File: src/rtl/logic_unit_pipe.sv
// Two-stage pipelined bitwise logic unit with valid/ready handshakes on both sides,
// registered reduction flags and a wrapping completed-transfer counter.
module logic_unit_pipe #(
  parameter int WIDTH = 4,
  parameter int CNT_W = 8
) (
  input  logic             clk,
  input  logic             rst_n,
  input  logic [WIDTH-1:0] A,
  input  logic [WIDTH-1:0] B,
  input  logic [2:0]       Op,
  input  logic             in_valid,
  output logic             in_ready,
  output logic [WIDTH-1:0] Result,
  output logic             Red_and,
  output logic             Red_or,
  output logic             out_valid,
  input  logic             out_ready,
  output logic [CNT_W-1:0] Count
);

  function automatic logic [WIDTH-1:0] f_logic_op(
    input logic [WIDTH-1:0] a,
    input logic [WIDTH-1:0] b,
    input logic [2:0]       op
  );
    logic [WIDTH-1:0] res;
    case (op)
      3'b000:  res = a & b;
      3'b001:  res = a | b;
      3'b010:  res = ~a;
      3'b011:  res = a;
      3'b100:  res = ~(a & b);
      3'b101:  res = ~(a | b);
      3'b110:  res = a ^ b;
      3'b111:  res = ~(a ^ b);
      default: res = {WIDTH{1'b0}};
    endcase
    return res;
  endfunction

  logic             r_s1_valid;
  logic [WIDTH-1:0] r_s1_a;
  logic [WIDTH-1:0] r_s1_b;
  logic [2:0]       r_s1_op;
  logic             r_s2_valid;
  logic [WIDTH-1:0] r_result;
  logic             r_red_and;
  logic             r_red_or;
  logic [CNT_W-1:0] r_count;

  logic             w_out_xfer;
  logic             w_s2_load;
  logic             w_in_ready;
  logic             w_in_xfer;
  logic [WIDTH-1:0] w_s1_result;

  // S2 refills whenever it is empty or its current item leaves this cycle.
  assign w_out_xfer  = r_s2_valid & out_ready;
  assign w_s2_load   = r_s1_valid & (~r_s2_valid | out_ready);
  assign w_in_ready  = ~r_s1_valid | w_s2_load;
  assign w_in_xfer   = in_valid & w_in_ready;
  assign w_s1_result = f_logic_op(r_s1_a, r_s1_b, r_s1_op);

  // Stage 1: operand capture; data registers only move on an accepted input.
  always_ff @(posedge clk or negedge rst_n) begin
    if (!rst_n) begin
      r_s1_valid <= 1'b0;
      r_s1_a     <= {WIDTH{1'b0}};
      r_s1_b     <= {WIDTH{1'b0}};
      r_s1_op    <= 3'b000;
    end else begin
      if (w_in_xfer) begin
        r_s1_valid <= 1'b1;
        r_s1_a     <= A;
        r_s1_b     <= B;
        r_s1_op    <= Op;
      end else if (w_s2_load) begin
        r_s1_valid <= 1'b0;
      end else begin
        r_s1_valid <= r_s1_valid;
      end
    end
  end

  // Stage 2: result and reduction flags, held stable while stalled.
  always_ff @(posedge clk or negedge rst_n) begin
    if (!rst_n) begin
      r_s2_valid <= 1'b0;
      r_result   <= {WIDTH{1'b0}};
      r_red_and  <= 1'b0;
      r_red_or   <= 1'b0;
    end else begin
      if (w_s2_load) begin
        r_s2_valid <= 1'b1;
        r_result   <= w_s1_result;
        r_red_and  <= &w_s1_result;
        r_red_or   <= |w_s1_result;
      end else if (w_out_xfer) begin
        r_s2_valid <= 1'b0;
      end else begin
        r_s2_valid <= r_s2_valid;
      end
    end
  end

  // Completed output transfers, wrapping silently.
  always_ff @(posedge clk or negedge rst_n) begin
    if (!rst_n) begin
      r_count <= {CNT_W{1'b0}};
    end else begin
      if (w_out_xfer) begin
        r_count <= r_count + CNT_W'(1);
      end else begin
        r_count <= r_count;
      end
    end
  end

  assign in_ready  = w_in_ready;
  assign Result    = r_result;
  assign Red_and   = r_red_and;
  assign Red_or    = r_red_or;
  assign out_valid = r_s2_valid;
  assign Count     = r_count;

endmodule

File: config.mk
export PLATFORM = sky130hd
export DESIGN_NAME = logic_unit_pipe
export DESIGN_NICKNAME = d
export VERILOG_FILES = /design/src/rtl/logic_unit_pipe.sv
export SDC_FILE = /design/constraint.sdc
export NUM_CORES = 1
export LEC_CHECK = 0
export CAP_MARGIN = 5
export CORE_ASPECT_RATIO = 0.6
export CORE_MARGIN = 2
export CORE_UTILIZATION = 36
export DETAILED_ROUTE_END_ITERATION = 10
export GPL_ROUTABILITY_DRIVEN = 0
export SETUP_SLACK_MARGIN = 0.15
export SYNTH_ARGS = -nofsm -noshare
export SYNTH_HDL_FRONTEND = slang
export SYNTH_SLANG_ARGS = --single-unit
export TNS_END_PERCENT = 30
File: constraint.sdc
create_clock -name clk -period 2.8 [get_ports clk]
set_input_delay 0.56 -clock clk [delete_from_list [all_inputs] [get_ports clk]]
set_output_delay 0.56 -clock clk [all_outputs]
set_load 0.05 [all_outputs]
==> results.json, run 1 <==
{
  "worstReg2RegStart": "r_s1_op[2]",
  "crit_buf_inv": 1,
  "clock_path_buffers": 2,
  "yosysUniqueCellTypes": 36,
  "async_flop_share": 1.000,
  "max-vdd-ir-drop_mv": 0.3366,
  "crit_type": "flop to output port",
  "finalMaxSlewViolations": 0,
  "grt_usage": 0.1432,
  "wl_per_cell_um": 13.35,
  "synth_edf_count": 0,
  "power.density_nw_per_um2": 814.2,
  "dieWidth_um": 88.62,
  "clock_insertion_delay_worst_skew_ns": 0.27,
  "cts_tree": "built",
  "worst_path_max_delay_cell": "clkdlybuf4s50_1",
  "path_clk_slew_ns": 0.09,
  "skew_ns": 0.004037,
  "areaGrowthSynthToFinish_pct": 23.87,
  "crit_family": "buffers and inverters",
  "r2r_end": "Red_or",
  "netlist.area_leader.share": 0.4369,
  "hold_path_class": "flop to flop",
  "nets": 194,
  "status": "finished, final reports clean",
  "first_pass_iters": 4,
  "hold_viol": 0,
  "arrival_ns": 1.55,
  "p_leak_nw": 0.8343,
  "min-delay-start": "Count[7]",
  "dpl.hpwl_mm": 2.363,
  "drtIter0Drc": 33,
  "postCtsSetupRepairBufs": 0,
  "grt_max_degree": 28,
  "finalWirelength_mm": 3.057,
  "r2r_cells": 4,
  "synth-main-ff-cell": "dfrtp_1",
  "post-route-drc-count": 0,
  "gr-usage-met1": 0.1924,
  "fin_util": 0.4648,
  "die_area_um2": 4853,
  "syn_inst": 140,
  "cap_violations": 0,
  "min_to": "Count[7]",
  "grt_pass1_vias": 1127,
  "path_cells": "clkdlybuf4s50_1",
  "rsz0062_at_grt": "false",
  "io_pins": 31,
  "met3_usage": 0.03771,
  "setup_tns_ns": 0,
  "grtUsageMet2": 0.2368,
  "hold_depth": 1,
  "period_minus_slack_ns": 2.109,
  "grt_overflow": 0,
  "ant_nets": 0,
  "dpl_cell_area_um2": 1869,
  "fillers": 384,
  "io_buffer_count": 30,
  "cts_sinks": 27,
  "critPathLaunchType": "flop",
  "antenna_cells": 0,
  "synthTopCellsByArea": "dfrtp_1 (44%), mux2_2 (8.7%), ha_1 (7.3%), xnor2_1 (4.0%), nand2_1 (3.6%)",
  "synth-seq-area-share": 0.4369,
  "end_kind": "output port",
  "avgSynthCellArea_um2": 11.05,
  "cts_max_level": 1,
  "drive_gt1_frac": 0.1420,
  "grt_first_pass_wirelength_mm": 5.223,
  "start_util": 0.3752,
  "core_area_um2": 4121,
  "synth_nets": 164,
  "max_freq_mhz": 474.2,
  "synth_top_cell_by_area": "dfrtp_1",
  "rrSetupSlack_ns": 0.78,
  "antenna_found_initial": 0,
  "setup_viol": 0,
  "slew-limit-headroom": 0.5707,
  "path_max_fanout": 5,
  "gr-max-usage-layer": "met2",
  "via_per_inst": 4.812,
  "cp_slowest_stage_delay_ns": 0.84,
  "crit_required_ns": 2.24,
  "cts_resized": 0,
  "power_w": 0.001560,
  "cts_buffers": 3,
  "postCtsHoldBufs": 0,
  "dr_total_vias": 1102,
  "synth_area_um2": 1546,
  "die_h_um": 54.77,
  "yosys_warnings": 0,
  "max_slew.worst_pin.slew_ns": 0.6440,
  "period_share": 0.7532,
  "cts_root_buffer": "clkbuf_8",
  "rows": 18,
  "final_cell_area_um2": 1916,
  "ys_ff_latch": 27
}
power breakdown:
group | leakage [nW] | switching (W) | internal (W)
clock | 0.0255 | 0.000121 | 0.0000997
sequential | 0.322 | 0.000114 | 0.000485
combinational | 0.487 | 0.000445 | 0.000295
total | 0.834 | 0.000681 | 0.000879
layer usage:
| metal | vias up | wire length [µm] |
|---|---|---|
| met5 | - | 0 |
| met4 | 0 | 10 |
| met3 | 2 | 133 |
| met2 | 17 | 1441 |
| met1 | 534 | 1471 |
| li1 | 549 | - |
cell usage after synthesis (2+ instances only):
library cell and number:
nor2_1 5, mux2_2 12, dfrtp_1 27, inv_1 9, xor2_1 6, nor3_1 2
a21oi_1 4, xnor2_1 7, o21ai_0 3, nand2_1 15, ha_1 9, o41ai_1 3
nand4_1 2, and4b_1 4, nand3_1 2, nand2b_1 7, buf_6 4
flip-flops by register name (all words and copies together) (netlist names):
register    flops
r_s1_valid      1
r_s1_b          4
Red_or          1
out_valid       1
r_s1_a          4
Red_and         1
r_s1_op         3
Count           8
Result          4
placed cells by master, fill, tap and decap left out, types with 2 or more instances in the layout:
cell type	count
a21oi_1	4
and4b_1	4
buf_4	2
clkbuf_8	3
clkdlybuf4s50_1	29
dfrtp_1	27
ha_1	9
inv_1	9
mux2_2	12
nand2_1	15
nand2b_1	7
nand3_1	2
nand4_1	2
nor2_1	5
nor3_1	2
o21ai_0	3
o41ai_1	3
xnor2_1	7
xor2_1	6
through the flow:
stage	cells	hold slack (ns)	worst slack (ns)
finish	229	0.4886	0.6911
global route	229	0.5165	0.6447
CTS	229	0.4942	0.6621
detailed placement	225	0.4638	0.5795
global placement	225	0.4615	0.6558
floorplan	140	0.2644	0.6522
area by class of cell:
type	count	area [µm²]	area share
Inverter	9	33.78	0.01764
Tap cell	60	75.07	0.03919
Clock buffer	3	41.29	0.02155
Sequential cell	27	675.6	0.3527
Multi-Input combinational cell	98	779.5	0.4069
Timing Repair Buffer	31	305.3	0.1594
Clock inverter	1	5.005	0.002613
worst max-delay path by stage:
| stage | from | end | slack [ns] | cells after the start |
|---|---|---|---|---|
| after global placement | out_ready | r_s1_b[2] | 0.66 | 4 |
| final | Count[2] | Count[2] | 0.69 | 1 |
| after global routing | Count[2] | Count[2] | 0.64 | 1 |
| after detailed placement | out_ready | r_s1_a[3] | 0.58 | 4 |
| after floorplan | out_valid | r_s1_a[0] | 0.65 | 4 |
| after CTS | Count[2] | Count[2] | 0.66 | 1 |
cells by family after synthesis:
kind of cell | count (synthesis) | synth area share
XOR/XNOR | 13 | 0.07363
adder cells (fa/ha/maj) | 9 | 0.07282
AND/OR/NAND/NOR | 43 | 0.1594
flip-flops | 27 | 0.4369
buffers and inverters | 15 | 0.05906
multiplexers | 12 | 0.08738
AO/OA/AOI/OAI | 21 | 0.1108
(Power assumes the default switching activity.)
==> run 2, diff against run 1 <==
==> constraint.sdc (replaced) <==
create_clock -name clk -period 1.8 [get_ports clk]
set_input_delay 0.36 -clock clk [delete_from_list [all_inputs] [get_ports clk]]
set_output_delay 0.36 -clock clk [all_outputs]
set_load 0.05 [all_outputs]
==> run 2 against run 1 <==
Critical path depth up 4. Final area up 9.7%. Non-clock buffer count up 16. Largest cell class unchanged. Sequential power up 52%. Final cell count up 7.0%. Sequential cell count unchanged. Count of clock-buffer cells in the layout unchanged. Power up 63%. Critical path type is now flop to flop. Register-to-register slack worse by 0.63 ns. Clock skew up 0.0031 ns.
==> results.json, run 2 (synthesis gave the netlist of run 1 again) <==
{
  "status": "finished, final reports clean",
  "hold_path_class": "input port to async pin",
  "setup_ws_ns": 0.1483,
  "areaGrowthSynthToFinish_pct": 35.92,
  "drtIter0Drc": 59,
  "period_minus_slack_ns": 1.652,
  "power.density_nw_per_um2": 1208,
  "grt_first_pass_wirelength_mm": 5.016,
  "largest_register_ffs": 8,
  "dpl.hpwl_mm": 2.363,
  "first_pass_iters": 4,
  "wl_per_cell_um": 13.27,
  "cap_violations": 0,
  "antenna_found_initial": 0,
  "core_area_um2": 4121,
  "grt_usage": 0.1392,
  "path_max_fanout": 5,
  "slew-limit-headroom": 0.7671,
  "fin_util": 0.5100,
  "dr_total_vias": 1151,
  "dpl_worst_slack_ns": 0.05421,
  "period_share": 0.9176,
  "cts_root_buffer": "clkbuf_8",
  "layout_commonest_cell": "buf_4",
  "ant_nets": 0,
  "start_util": 0.3752,
  "hold_viol": 0,
  "p_leak_nw": 0.9534,
  "cts_max_level": 1,
  "grt_pass1_vias": 1120,
  "max_slew.worst_pin.slew_ns": 0.3494,
  "cts_sinks": 27,
  "r2r_cells": 5,
  "cts_tree": "built",
  "finalMaxSlewViolations": 0,
  "rsz0062_at_grt": "true",
  "io_buffer_count": 30,
  "crit_required_ns": 1.94,
  "setup_tns_ns": 0,
  "max_freq_mhz": 605.4,
  "via_per_inst": 4.698,
  "finalWirelength_mm": 3.250,
  "setup_viol": 0,
  "path_clk_slew_ns": 0.10,
  "max-vdd-ir-drop_mv": 0.5283,
  "dp_cells": 233,
  "nets": 210,
  "dieWidth_um": 88.62,
  "die_area_um2": 4853,
  "final_cell_mix": "buf_4 (28), dfrtp_1 (23), nand2_1 (15)",
  "rows": 18,
  "die_h_um": 54.77,
  "skew_ns": 0.007178,
  "antenna_cells": 0,
  "layout.cells.non_filler": 245,
  "power_w": 0.002538,
  "critPathLaunchType": "flop",
  "clock_path_buffers": 2,
  "r2r_end": "Red_or",
  "crit_type": "flop to flop",
  "arrival_ns": 1.79,
  "drive_gt1_frac": 0.3730,
  "rrSetupSlack_ns": 0.15,
  "grt_max_degree": 28,
  "worstReg2RegStart": "r_s1_op[2]",
  "cts_buffers": 3,
  "fillers": 376,
  "grt_overflow": 0,
  "io_pins": 31,
  "clock_insertion_delay_worst_skew_ns": 0.28,
  "end_kind": "flop",
  "post-route-drc-count": 0
}
## run 2: changes by cell type in the layout (fill, tap and decap cells not counted), sizes merged
| cell | change |
|---|---|
| buf | +30 |
| clkinv | -1 |
| clkinvlp | +1 |
| clkbuf | +1 |
| clkdlybuf4s50 | -16 |
| dlygate4sd2 | +1 |
## run 2: final cells by class
cell class / count / area (µm²) / area share
multi-input cells: 98 / 847.1 / 0.4030
flip-flops and latches: 27 / 680.7 / 0.3238
repair buffers: 47 / 416.7 / 0.1982
well taps: 60 / 75.07 / 0.03571
clock buffers: 3 / 41.29 / 0.01964
inverters: 9 / 33.78 / 0.01607
clock inverters: 1 / 7.507 / 0.003571
## run 2: power breakdown
part	leakage, nW	internal (W)	total [W]	switching [W]
Clock	0.0217	0.000157	0.000354	0.000197
Combinational	0.614	0.000513	0.00128	0.000763
Sequential	0.318	0.000757	0.000908	0.000151
Total	0.953	0.00143	0.00254	0.00111
## run 2: how the worst max path moves through the flow
stage                  to       start  depth (start not counted)
6_report           Red_or  r_s1_op[2]                          5
5_1_grt            Red_or  r_s1_op[2]                          5
4_1_cts            Red_or  r_s1_op[0]                          4
3_5_place_dp    r_s1_a[0]   out_ready                          5
3_3_place_gp   r_s1_op[1]   out_ready                          5
2_1_floorplan   r_s1_a[0]   out_valid                          4
## run 2: critical path, stage by stage, from the launching register on
cell and delay [ns]:
dfrtp_2 0.42, buf_4 0.13, and4b_1 0.23, o41ai_2 0.32, and4_4 0.30, a41oi_1 0.10
## run 2: timing repair
action / in CTS / in global routing
resized for setup: 10 / 9
pin swaps: 5 / 7
endpoints found under the setup margin: 4 / 4
buffers inserted: 2 / 6
hold buffers: 0 / 0
## run 2: routing by layer
layer	GRT usage	wire length, µm
met3	0.04676	102
met2	0.2293	1564
met5	0	0
met1	0.1814	1565
met4	0.02778	17
## run 2: stage by stage
step                hold slack [ns]  instance area, µm²
floorplan                   0.06441                1554
global placement             0.4619                1918
finish                       0.4493                2102
global route                 0.4830                2102
detailed placement           0.4706                1918
CTS                          0.4648                2027
